[src/rtl/ctrl_pkg.sv]
// ctrl_pkg: shared opcode and ALU operation encodings for the ctrl decoder,
// plus small helpers used when forming immediates.
package ctrl_pkg;

    localparam int unsigned INSTR_W  = 9;
    localparam int unsigned OPCODE_W = 4;
    localparam int unsigned FIELD_W  = 5;
    localparam int unsigned REG_W    = 4;
    localparam int unsigned IMM_W    = 8;
    localparam int unsigned ALU_W    = 3;

    // Instruction opcodes, Instruction[8:5]
    typedef enum logic [OPCODE_W-1:0] {
        OP_ADD  = 4'b0000,
        OP_SUB  = 4'b0001,
        OP_SLL  = 4'b0010,
        OP_SLR  = 4'b0011,
        OP_LOI  = 4'b0100,
        OP_LOR  = 4'b0101,
        OP_MOV  = 4'b0110,
        OP_NOP  = 4'b0111,
        OP_SLT  = 4'b1000,
        OP_SEQ  = 4'b1001,
        OP_B    = 4'b1010,
        OP_HALT = 4'b1011,
        OP_LW   = 4'b1100,
        OP_LWI  = 4'b1101,
        OP_SW   = 4'b1110,
        OP_SWI  = 4'b1111
    } opcode_t;

    // ALU operation codes driven on ALU_OP
    typedef enum logic [ALU_W-1:0] {
        ALU_ADD   = 3'b000,
        ALU_SUB   = 3'b001,
        ALU_SLL   = 3'b010,
        ALU_SLR   = 3'b011,
        ALU_SLT   = 3'b100,
        ALU_SEQ   = 3'b101,
        ALU_PASSB = 3'b110,
        ALU_OR    = 3'b111
    } alu_op_t;

    // Zero-extend the 5-bit field to an 8-bit immediate
    function automatic logic [IMM_W-1:0] zext_field(input logic [FIELD_W-1:0] f);
        return {3'b000, f};
    endfunction

    // Sign-extend the 5-bit field to an 8-bit PC-relative offset
    function automatic logic [IMM_W-1:0] sext_field(input logic [FIELD_W-1:0] f);
        return {{3{f[FIELD_W-1]}}, f};
    endfunction

    // LOR immediate: low three instruction bits placed in the top of the byte
    function automatic logic [IMM_W-1:0] lor_imm(input logic [2:0] lo);
        return {lo, 5'b00000};
    endfunction

endpackage

[src/rtl/ctrl.sv]
// ctrl: single-cycle instruction decoder with a sticky halt flag.
// Ports:
//   Clk          - sole clock, halt flop updates on rising edge
//   Reset        - synchronous active-high reset, clears halt
//   Instruction  - 9-bit machine word: opcode [8:5], F [4:0], Rn [3:0]
//   branch_on    - branch instruction (datapath takes it when R0 != 0)
//   write_reg    - register-file write enable
//   write_mem    - data-memory write enable
//   read_mem     - data-memory read enable
//   mem_output   - register write data from memory (1) or ALU (0)
//   use_imm      - ALU operand B from imm (1) or reg2 data (0)
//   reg1_out     - read address A
//   reg2_out     - read address B
//   reg_in       - write address
//   imm          - decoded immediate
//   ALU_OP       - ALU operation code
//   halt         - registered sticky halt flag
// All outputs other than halt are combinational from Instruction, Reset, halt.
module ctrl
    import ctrl_pkg::*;
(
    input  logic               Clk,
    input  logic               Reset,
    input  logic [INSTR_W-1:0] Instruction,
    output logic               branch_on,
    output logic               write_reg,
    output logic               write_mem,
    output logic               read_mem,
    output logic               mem_output,
    output logic               use_imm,
    output logic [REG_W-1:0]   reg1_out,
    output logic [REG_W-1:0]   reg2_out,
    output logic [REG_W-1:0]   reg_in,
    output logic [IMM_W-1:0]   imm,
    output logic [ALU_W-1:0]   ALU_OP,
    output logic               halt
);

    opcode_t              opcode;
    logic [FIELD_W-1:0]   field;
    logic [REG_W-1:0]     rn;
    logic                 mov_to_rn;
    logic                 block_side_effects;

    assign opcode    = opcode_t'(Instruction[8:5]);
    assign field     = Instruction[4:0];
    assign rn        = Instruction[3:0];
    assign mov_to_rn = Instruction[4];

    // Reset and halt both suppress every state-changing enable
    assign block_side_effects = Reset | halt;

    // Sticky halt flag; reset wins over a simultaneous HALT
    always_ff @(posedge Clk) begin
        if (Reset) begin
            halt <= 1'b0;
        end else if (opcode == OP_HALT) begin
            halt <= 1'b1;
        end
    end

    // Instruction decode
    always_comb begin
        branch_on  = 1'b0;
        write_reg  = 1'b0;
        write_mem  = 1'b0;
        read_mem   = 1'b0;
        mem_output = 1'b0;
        use_imm    = 1'b0;
        reg1_out   = '0;
        reg2_out   = rn;
        reg_in     = '0;
        imm        = zext_field(field);
        ALU_OP     = ALU_PASSB;

        unique case (opcode)
            OP_ADD: begin
                write_reg = 1'b1;
                ALU_OP    = ALU_ADD;
            end
            OP_SUB: begin
                write_reg = 1'b1;
                ALU_OP    = ALU_SUB;
            end
            OP_SLL: begin
                write_reg = 1'b1;
                ALU_OP    = ALU_SLL;
            end
            OP_SLR: begin
                write_reg = 1'b1;
                ALU_OP    = ALU_SLR;
            end
            OP_LOI: begin
                write_reg = 1'b1;
                use_imm   = 1'b1;
            end
            OP_LOR: begin
                write_reg = 1'b1;
                use_imm   = 1'b1;
                imm       = lor_imm(Instruction[2:0]);
                ALU_OP    = ALU_OR;
            end
            OP_MOV: begin
                write_reg = 1'b1;
                // Bit 4 selects direction: R0 <= Rn (0) or Rn <= R0 (1)
                if (mov_to_rn) begin
                    reg_in   = rn;
                    reg2_out = '0;
                end
            end
            OP_NOP: begin
            end
            OP_SLT: begin
                write_reg = 1'b1;
                ALU_OP    = ALU_SLT;
            end
            OP_SEQ: begin
                write_reg = 1'b1;
                ALU_OP    = ALU_SEQ;
            end
            OP_B: begin
                branch_on = 1'b1;
                imm       = sext_field(field);
            end
            OP_HALT: begin
            end
            OP_LW: begin
                write_reg  = 1'b1;
                read_mem   = 1'b1;
                mem_output = 1'b1;
            end
            OP_LWI: begin
                write_reg  = 1'b1;
                read_mem   = 1'b1;
                mem_output = 1'b1;
                use_imm    = 1'b1;
            end
            OP_SW: begin
                write_mem = 1'b1;
            end
            OP_SWI: begin
                write_mem = 1'b1;
                use_imm   = 1'b1;
            end
            default: begin
            end
        endcase

        if (block_side_effects) begin
            branch_on = 1'b0;
            write_reg = 1'b0;
            write_mem = 1'b0;
            read_mem  = 1'b0;
        end
    end

endmodule

[config.mk]
export PLATFORM = sky130hd
export DESIGN_NAME = ctrl
export DESIGN_NICKNAME = d
export VERILOG_FILES = /design/src/rtl/ctrl_pkg.sv /design/src/rtl/ctrl.sv
export SDC_FILE = /design/constraint.sdc
export NUM_CORES = 1
export LEC_CHECK = 0
export BUFFER_PORTS_ARGS = -buffer_cell sky130_fd_sc_hd__buf_2
export CAP_MARGIN = 20
export CORE_AREA = 8 8 45 47
export DETAILED_ROUTE_END_ITERATION = 10
export DIE_AREA = 0 0 53 55
export PLACE_DENSITY = 0.72
export SYNTH_ARGS = -nofsm -noshare
export SYNTH_HDL_FRONTEND = slang
export SYNTH_SLANG_ARGS = --single-unit
export TNS_END_PERCENT = 20
[constraint.sdc]
create_clock -name Clk -period 1.1 [get_ports Clk]
set_input_delay 0.165 -clock Clk [delete_from_list [all_inputs] [get_ports Clk]]
set_output_delay 0.165 -clock Clk [all_outputs]
set_load 0.03 [all_outputs]
### After elaboration in Yosys (flattened, before gate mapping)

Index checks and enable logic that the tools add are counted.

* output and inout bits: 30
* register bits after elaboration: 1

* equal/unequal tests: 14
* reduce and logical (&&, ||, !) cells: 5
* mux-type cells: 15
* bitwise operators: 1

Operator list (count)
* == test 4 bit, second input constant: 8
* case mux 3 bit (7 select lines): 1
* two-way mux 4 bit: 4
* case mux 8 bit (2 select lines): 1
* == test 4 x 3 -> 1 bit, second input constant: 3
* OR reduction 11 bit: 1
* two-way mux 1 bit: 9
* == test 4 x 2 -> 1 bit, second input constant: 2
* == test 4 x 1 -> 1 bit, second input constant: 1
* zero test 4 bit: 1
* OR reduction 2 bit: 2
* OR reduction 4 bit: 1
* OR 1 bit: 1

### Longest topological paths before layout

Gate-level depths: netlist of the first run.

* depth after elaboration: 4
* mapped depth: 3

### Worst setup path before layout of the first run

OpenSTA, ideal clock, no wires.

* kind: input to output
* start point: in Instruction[6]
* end point: out ALU_OP[0]
* required time: 0.935 ns
* path slack: -0.510 ns
* path buffers: 1
* stages on the path: 3
* arrival time: 1.445 ns
* cells stage by stage: buf_2 > or2_2 > a21boi_0

* word-level cells in the longest chain between the ends: 2

RTL lines
* from (decl): RTL line ctrl.sv:24 `input logic [INSTR_W-1:0] Instruction,`
* == test 4 bit, or another cell as far along: RTL line ctrl.sv:76 `unique case (opcode)`
* case mux 3 bit (7 select lines) (*): RTL line ctrl.sv:76
* to (decl): RTL line ctrl.sv:35 `output logic [ALU_W-1:0] ALU_OP,`

Mark *: on every way between the ends. The rest lies on a longest branch, timed or not.

### Final worst setup path of the first run

* start point: in Instruction[6]
* end point: out imm[0]

* word-level cells in the longest chain between the ends: 2

RTL lines
* == test 4 bit / == test 4 x 3 -> 1 bit (equally long branches): RTL line ctrl.sv:76
* case mux 8 bit (2 select lines) (*): RTL line ctrl.sv:76
* to (decl): RTL line ctrl.sv:34 `output logic [IMM_W-1:0] imm,`

Marked as above.

==> results.md, run 1 <==
* Synthesized flop and latch total at 1
* LEAKAGE at between 0.4 and 0.5 nW
* Die height at 55 um
* R2R depth at 3
* Antenna diode count at 0
* M3 GR Usage at 1.070%
* Initial DRC Count at 3
* Register-to-register setup slack at 430 ps
* Tcrit/Tclk final at 119.7%
* Placed Area at 690.7 um^2
* Core Region at 1384 um^2
* GR peak layer: met2
* Routed wire length at roughly 1.6 mm
* Most frequent cells in the layout: buf_4 (23), buf_6 (19), buf_2 (11), nor2b_1 (5)
* Maximum number of pins on one net before global-route repair at 12
* Status: finished with violations
* Synth warnings at 0
* Distinct cells, synth at 25
* EDFF count, synth at 0
* Worst hold start: Reset
* DR WL/cell at 14.44 um
* Failing checks: negative setup slack
* Psw at 0.2080 mW
* Initial antenna violation count at 0
* Top_reg_cell synth: dfxtp_1
* Final hold violation count at 0
* Combinational power share at 91.1%
* WHS Path Cells at 3
* Met2 Use GR at 22.46%
* CP required at 940 ps
* Fin nets at 110
* Starting Density at a little over a quarter
* Sequential share of power at 8.9%
* IO Count at 41
* Unrepaired setup endpoints after global routing: true
* Worst vdd ir at between 0.2 and 0.3 mV
* Final min period at 1317 ps
* DIE AREA at 2915 um^2
* Clock transition at path regs at 0 ps
* GR Util met1 at about a tenth
* Clk_lat worst skew at 0 ps
* Total grt overflow at 0
* Register area share after synthesis at 5.333%
* Die width at 53 um
* Reg with most FFs: halt
* Final ANT Viol Nets at 0
* P&R area growth vs syn at 137.3%
* Max Cap Violations at 0
* Router iterations before antenna repair at 4
* Reg-to-reg critical path endpoint: halt
* Net Sw Frac at 49.49%
* Port bufs at 36
* Regs by FF count: halt: 1 flops
* Startpoint Class: primary input
* Most common cell after layout, fill and taps aside: buf_4
* GR Util All Layers at between 9 and 10%
* Asr flop ratio synth at 0%
* Final HPWL DP at between 1 and 1.5 mm
* Setup CP Type: primary input to output pin
* Routed vias at 535
* Vias per cell at 4.735
* Mean Syn Cell Area at 7.820 um^2
* Synth top area cells: nor2b_1 (8.3%), a2bb2o_1 (8.0%), buf_4 (8.0%), nor3b_1 (8.0%), o21a_1 (8.0%)
* Min-Delay Endpoint: halt
* Number of remaining DRC errors at 0
* Worst Path Arrival at 1150 ps
* Final Max Tran Viols at 0
* CP endpoint kind: output pin
* Number of flip-flops in the largest register at 1
* Mapped cell area at roughly 380 um^2
* Final worst slack at -216.9 ps
* Final setup fails at 24
* Clock power frac at 0%
* Reg-to-reg critical path startpoint: halt
* Num rows at 14
* F_max at about 0.76 GHz
* P per Cell Area at 471.8 nW/um^2
* Mapped Cells at 48
* Number of global-route vias before repair at 556
* Share of the synthesized area in the top cell type at 8.333%
* Pwr Total at 0.4203 mW
* First-pass GRT wire length at 2.352 mm
* Layout cells sized above 1 at 79.38%
* Design Area, Final at approximately 900 um^2
* Area leader, netlist: nor2b_1
* Worst hold-check path type: primary input to flip-flop
* Internal Power at 0.2123 mW
* Gpl congestion at ~0.68
* Fillcell total at 118
* Clk_skew at 0 ps
* Crit Path Max Fanout at 5
==> worst max path at each step <==
stage,slack (ps),startpoint,endpoint,cells after the start
6_report,-220,Instruction[6],imm[0],6
5_1_grt,-270,Instruction[6],imm[0],6
4_1_cts,-200,Instruction[6],imm[0],6
3_5_place_dp,-280,Instruction[7],imm[5],4
3_3_place_gp,-270,Instruction[7],imm[5],4
2_1_floorplan,-220,halt,read_mem,2
==> synth_stat cells, types with 2 or more instances <==
library cell and number:
nor2b_1 5, nand2_1 3, buf_2 2, nor3b_1 4, or2_2 3, nor2_1 2, a21boi_0 2, o21a_1 4
a2bb2o_1 3, a21o_2 2, buf_4 4
==> worst max-delay path: stages <==
cell and delay (ps):
buf_8 100, buf_6 120, nor4bb_4 370, buf_4 200, nor2b_1 40, buf_4 160
==> power groups by stage <==
| stage | sequential, mW | combinational [mW] | clock, mW |
|---|---|---|---|
| 2_1_floorplan | 0.0409 | 0.214 | 0 |
| 3_3_place_gp | 0.0374 | 0.305 | 0 |
| 3_5_place_dp | 0.0375 | 0.309 | 0 |
| 4_1_cts | 0.0375 | 0.367 | 0 |
| 5_1_grt | 0.0376 | 0.403 | 0 |
| 6_report | 0.0375 | 0.383 | 0 |
==> layer usage <==
| layer | routed length [um] | vias up | share of wire (%) |
|---|---|---|---|
| met3 | 76 | 0 | 4.7 |
| met1 | 606 | 256 | 37 |
| li1 | - | 263 | - |
| met2 | 949 | 16 | 58 |
| met5 | 0 | - | 0 |
| met4 | 0 | 0 | 0 |
==> area by class of cell <==
cell class	instances	area [um^2]	share of cell area (%)
sequential	1	23.77	2.669
tap	16	20.02	2.247
multi-input combinational	41	386.6	43.40
timing repair buffer	54	456.7	51.26
inverter	1	3.754	0.4213
==> cells by family (layout without fill, tap and decap cells) <==
| kind of cell | count (synthesis) | count (layout) | synth area share (%) |
|---|---|---|---|
| simple gates | 24 | 24 | 50.00 |
| compound gates | 13 | 13 | 28.00 |
| buf+inv | 9 | 55 | 15.66 |
| other cells | 1 | 4 | 0.9990 |
| flops | 1 | 1 | 5.334 |
==> through the flow <==
step           std cells  TNS (ps)  util, %  hold slack (ps)  setup slack, ps
3_5_place_dp         108     -4238    49.91            445.5           -275.7
2_1_floorplan         51     -1571        -            224.4           -217.6
6_report             113     -3059    64.38            445.6           -216.9
4_1_cts              111     -2599    62.12            445.9           -200.5
3_3_place_gp         108     -4077    49.91            432.6           -269.0
5_1_grt              113     -4058    64.38            448.5           -270.0
==> what timing repair did <==
| item | CTS | global route |
|---|---|---|
| setup buffers | 3 | 2 |
| resized for setup | 47 | 4 |
| setup endpoints to repair | 23 | 23 |
| pin swaps | 7 | 2 |
| hold buffers | 0 | 0 |
Power figures use the tool's default switching activity.
==> run 2: changes to the inputs <==
--- a/config.mk
+++ b/config.mk
@@ -5,12 +5,13 @@
 export SDC_FILE = /design/constraint.sdc
 export NUM_CORES = 1
 export LEC_CHECK = 0
+export ABC_CLOCK_PERIOD_IN_PS = 1210
 export BUFFER_PORTS_ARGS = -buffer_cell sky130_fd_sc_hd__buf_2
 export CAP_MARGIN = 20
 export CORE_AREA = 8 8 45 47
 export DETAILED_ROUTE_END_ITERATION = 10
 export DIE_AREA = 0 0 53 55
-export PLACE_DENSITY = 0.72
+export PLACE_DENSITY = 0.75
 export SYNTH_ARGS = -nofsm -noshare
 export SYNTH_HDL_FRONTEND = slang
 export SYNTH_SLANG_ARGS = --single-unit
==> constraint.sdc (replaced) <==
create_clock -name Clk -period 1.21 [get_ports Clk]
set_input_delay 0.1815 -clock Clk [delete_from_list [all_inputs] [get_ports Clk]]
set_output_delay 0.1815 -clock Clk [all_outputs]
set_load 0.03 [all_outputs]
==> results.md, run 2 (synthesized netlist as in run 1, its figures left out) <==
* Status: finished with violations
* Failing checks: negative setup slack
* Worst Path Arrival at around 1100 ps
* Unrepaired setup endpoints after global routing: true
* CP required at between 1000 and 1500 ps
* Die height at 55 um
* Tcrit/Tclk final at 106.7%
* P per Cell Area at ~430 nW/um^2
* Clock transition at path regs at 0 ps
* Final ANT Viol Nets at 0
* Reg with most FFs: halt
* Setup CP Type: primary input to output pin
* Final min period at 1291 ps
* Post-Layout Cell Count at between 100 and 150
* GR Util All Layers at 9.264%
* F_max at 0.7745 GHz
* Starting Density at 27.12%
* Maximum number of pins on one net before global-route repair at 12
* Router iterations before antenna repair at 1
* Final HPWL DP at between 1 and 1.5 mm
* Max Cap Violations at 0
* Post-placement cell count at 108
* Initial antenna violation count at 0
* Clk_skew at 0 ps
* Startpoint Class: primary input
* DR WL/cell at 13.28 um
* Most frequent cells in the layout: buf_6 (20), buf_4 (16), buf_2 (14), o21a_1 (4), conb_1 (4)
* First-pass GRT wire length at 2.221 mm
* Pwr Total at 0.3651 mW
* Antenna diode count at 0
* Initial DRC Count at 0
* CP endpoint kind: output pin
* Routed wire length at about 1.4 mm
* Total grt overflow at 0
* LEAKAGE at 0.4272 nW
* Gpl congestion at approximately 0.75
* Routed vias at around 510
* Number of flip-flops in the largest register at 1
* Number of remaining DRC errors at 0
* Vias per cell at 4.670
* Number of global-route vias before repair at 510
* Final Max Tran Viols at 0
* P&R area growth vs syn at 128.3%
* Multi-input gate area at 397.9 um^2
* Final hold violation count at 0
* Port bufs at 36
* Final worst slack at -81.15 ps
* Crit Path Max Fanout at 6
* Worst vdd ir at 0.2420 mV
* CTS Hold Buffers Added at 0
* Final setup fails at 17
* Layout cells sized above 1 at 80.65%
* Num rows at 14
* Fin nets at 106
* Worst hold-check path type: primary input to flip-flop
* Most common cell after layout, fill and taps aside: buf_6
* Die width at 53 um
* IO Count at 41
* Fillcell total at between 100 and 150
* Regs by FF count: halt: 1 flops
* Register area at 20.02 um^2
* Clk_lat worst skew at 0 ps
* Register-to-register setup slack at 570 ps
* DIE AREA at 2915 um^2
* Core Region at between 1000 and 1500 um^2
[run 2: where the power goes]
part           switching (mW)  internal, mW  leakage, nW
registers            0.000661        0.0349      0.00813
clock network               0             0            0
logic                   0.182         0.148        0.419
[run 2: what timing repair did]
| action | in CTS | in global routing |
|---|---|---|
| endpoints found under the hold margin | 0 | 0 |
| buffers inserted | 1 | 0 |
| setup endpoints to repair | 22 | 22 |
| gates resized for setup | 37 | 16 |
| gates cloned | 0 | 0 |
| pin swaps | 8 | 3 |
[run 2: final timing paths]
check	end	cells after the start	startpoint
max	imm[6]	6	Instruction[6]
max reg2reg	halt	3	halt
min reg2reg	halt	3	halt
min	halt	3	Reset
[run 2: per-layer routing]
layer,global-route usage (%),routed length (um)
met2,19.34,760
met1,9.201,469
met5,0,0
met4,0,0
met3,2.674,218
[run 2: stage by stage]
step	TNS [ps]	utilization, %	area, um^2	worst slack, ps	hold slack (ps)
floorplan	-1420	-	437.9	-244.3	250.6
global placement	-2587	49.19	680.7	-197.4	453.5
detailed placement	-2810	49.19	680.7	-212.3	461.5
CTS	-1253	58.23	805.8	-96.37	465.7
global route	-1825	61.93	857.1	-127.8	482.3
finish	-965.6	61.93	857.1	-81.15	465.5
[run 2: critical path, stage by stage]
cell      delay (ps)
buf_6            100
buf_6            110
nor4bb_4         240
buf_4            180
a2bb2o_2         170
buf_6            120
[run 2: final cells by class]
type / count / share of cell area, %
Multi-Input combinational cell: 41 / 46.42
Tap cell: 16 / 2.336
Inverter: 1 / 0.4380
Sequential cell: 1 / 2.336
Timing Repair Buffer: 50 / 48.47
==> run 3: changes to the inputs <==
--- a/config.mk
+++ b/config.mk
@@ -5,13 +5,13 @@
 export SDC_FILE = /design/constraint.sdc
 export NUM_CORES = 1
 export LEC_CHECK = 0
-export ABC_CLOCK_PERIOD_IN_PS = 1210
+export ABC_CLOCK_PERIOD_IN_PS = 1550
 export BUFFER_PORTS_ARGS = -buffer_cell sky130_fd_sc_hd__buf_2
 export CAP_MARGIN = 20
 export CORE_AREA = 8 8 45 47
 export DETAILED_ROUTE_END_ITERATION = 10
 export DIE_AREA = 0 0 53 55
-export PLACE_DENSITY = 0.75
+export PLACE_DENSITY = 0.72
 export SYNTH_ARGS = -nofsm -noshare
 export SYNTH_HDL_FRONTEND = slang
 export SYNTH_SLANG_ARGS = --single-unit
==> constraint.sdc (replaced) <==
create_clock -name Clk -period 1.55 [get_ports Clk]
set_input_delay 0.2325 -clock Clk [delete_from_list [all_inputs] [get_ports Clk]]
set_output_delay 0.2325 -clock Clk [all_outputs]
set_load 0.03 [all_outputs]
==> results.md, run 3 (synthesized netlist as in run 1, its figures left out) <==
* Net Sw Frac at 56.19%
* Crit path cell chain: buf_2 > or3b_2 > a2bb2o_1 > clkbuf_4
* Port bufs at 36
* Final Max Tran Viols at 0
* Status: finished, final reports clean
* Final ANT Viol Nets at 0
* CP endpoint kind: output pin
* Max Cap Violations at 0
* Number of global-route vias before repair at slightly above 400
* WHS Path Cells at 2
* Clk_skew at 0 ps
* Reg-to-reg critical path endpoint: halt
* P&R area growth vs syn at 57.67%
* Critical-path top delay cell: or3b_2
* Psw at 0.1258 mW
* Clock power frac at 0%
* P per Cell Area at 378.3 nW/um^2
* Reg with most FFs: halt
* Worst hold start: Reset
* Starting Density at 27.12%
* Final min period at 1521 ps
* Routed vias at 450
* Vias per cell at 4.455
* Crit path largest cell delay at between 400 and 500 ps
* Most common cell after layout, fill and taps aside: buf_2
* Worst vdd ir at between 0.2 and 0.25 mV
* Sequential share of power at 12.5%
* Number of flip-flops in the largest register at 1
* Final HPWL DP at 1.110 mm
* Router iterations before antenna repair at 3
* LEAKAGE at 0.3327 nW
* Die height at 55 um
* Worst Path Arrival at 1290 ps
* Antenna diode count at 0
* Die width at between 50 and 60 um
* Internal Power at 0.09808 mW
* Total grt overflow at 0
* Setup CP Type: primary input to output pin
* First-pass GRT wire length at 2.021 mm
* Fin Hold WS at 427.8 ps
* Most frequent cells in the layout: buf_2 (35), nor2b_1 (5), buf_4 (5)
* Setup WS pre-CTS at ~15 ps
* Crit Path Max Fanout at 4
* Clk_lat worst skew at 0 ps
* Number of remaining DRC errors at 0
* Initial antenna violation count at 0
* Gpl congestion at a little over 0.7
* R2R depth at 2
* Final setup fails at 0
* F_max at 0.6574 GHz
* Register-to-register setup slack at 980 ps
* Startpoint Class: primary input
* GR Util All Layers at 8.342%
* Tcrit/Tclk final at just under 100%
* Post-CTS setup buffers at 0
* Fin nets at 98
* Reg-to-reg critical path startpoint: halt
* Layout cells sized above 1 at 61.18%
* DIE AREA at 2915 um^2
* Final hold violation count at 0
* Worst hold-check path type: primary input to flip-flop
* Maximum number of pins on one net before global-route repair at 12
* IO Count at 41
* Regs by FF count: halt: 1 flops
* Min-Delay Endpoint: halt
* Num rows at 14
* Core Region at 1384 um^2
* Final worst slack at ~29 ps
* Combinational power share at 87.5%
* Routed wire length at around 1.3 mm
* Initial DRC Count at 4
* DR WL/cell at ~13 um
* Clock transition at path regs at 0 ps
* CP required at between 1000 and 1500 ps
-- run 3: cell types whose count changed in the layout (fill, tap and decap cells not counted), sizes merged --
cell / delta
buf: -9
clkbuf: +1
-- run 3: repair_timing --
action,4_1_cts,5_1_grt
endpoints found under the hold margin,0,0
hold buffers,0,0
setup endpoints to repair,0,1
resized for setup,0,1
-- run 3: area by class of cell --
type	instances	area (um^2)
fillers	145	792.0
repair buffers	42	240.2
flip-flops and latches	1	20.02
inverters	1	3.754
multi-input cells	41	307.8
well taps	16	20.02
-- run 3: power groups by stage --
stage | logic (mW) | clock network, mW | registers, mW
after floorplan | 0.138 | 0 | 0.0298
after detailed placement | 0.197 | 0 | 0.0280
after global placement | 0.194 | 0 | 0.0280
after global routing | 0.209 | 0 | 0.0283
after CTS | 0.197 | 0 | 0.0281
final | 0.196 | 0 | 0.0280
-- run 3: critical path: cells and delay by family --
| family | cells | cell delay, ps |
|---|---|---|
| compound gates | 1 | 280 |
| buf+inv | 2 | 280 |
| simple gates | 1 | 490 |
-- run 3: routing by layer --
layer | vias up | track usage (%) | routed length [um]
met4 | 0 | 0 | 0
met5 | - | 0 | 0
met2 | 18 | 15.63 | 654
met3 | 0 | 1.872 | 118
met1 | 195 | 9.970 | 507
li1 | 237 | - | -
-- run 3: how the worst max path moves through the flow --
stage / to / start
after global placement: imm[6] / Instruction[6]
after CTS: imm[7] / Instruction[7]
after global routing: imm[6] / Instruction[7]
final: imm[7] / Instruction[7]
after detailed placement: imm[7] / Instruction[7]
after floorplan: reg_in[0] / Instruction[6]
-- run 3: metrics by stage --
step	setup TNS (ps)	total power, mW	util (%)	cells	area [um^2]
detailed placement	0	0.2246	42.59	101	589.3
finish	0	0.2239	42.77	101	591.8
global placement	0	0.2222	42.59	101	589.3
global route	-8.299	0.2370	42.77	101	591.8
floorplan	-505.0	0.1679	-	51	386.6
CTS	0	0.2250	42.59	101	589.3
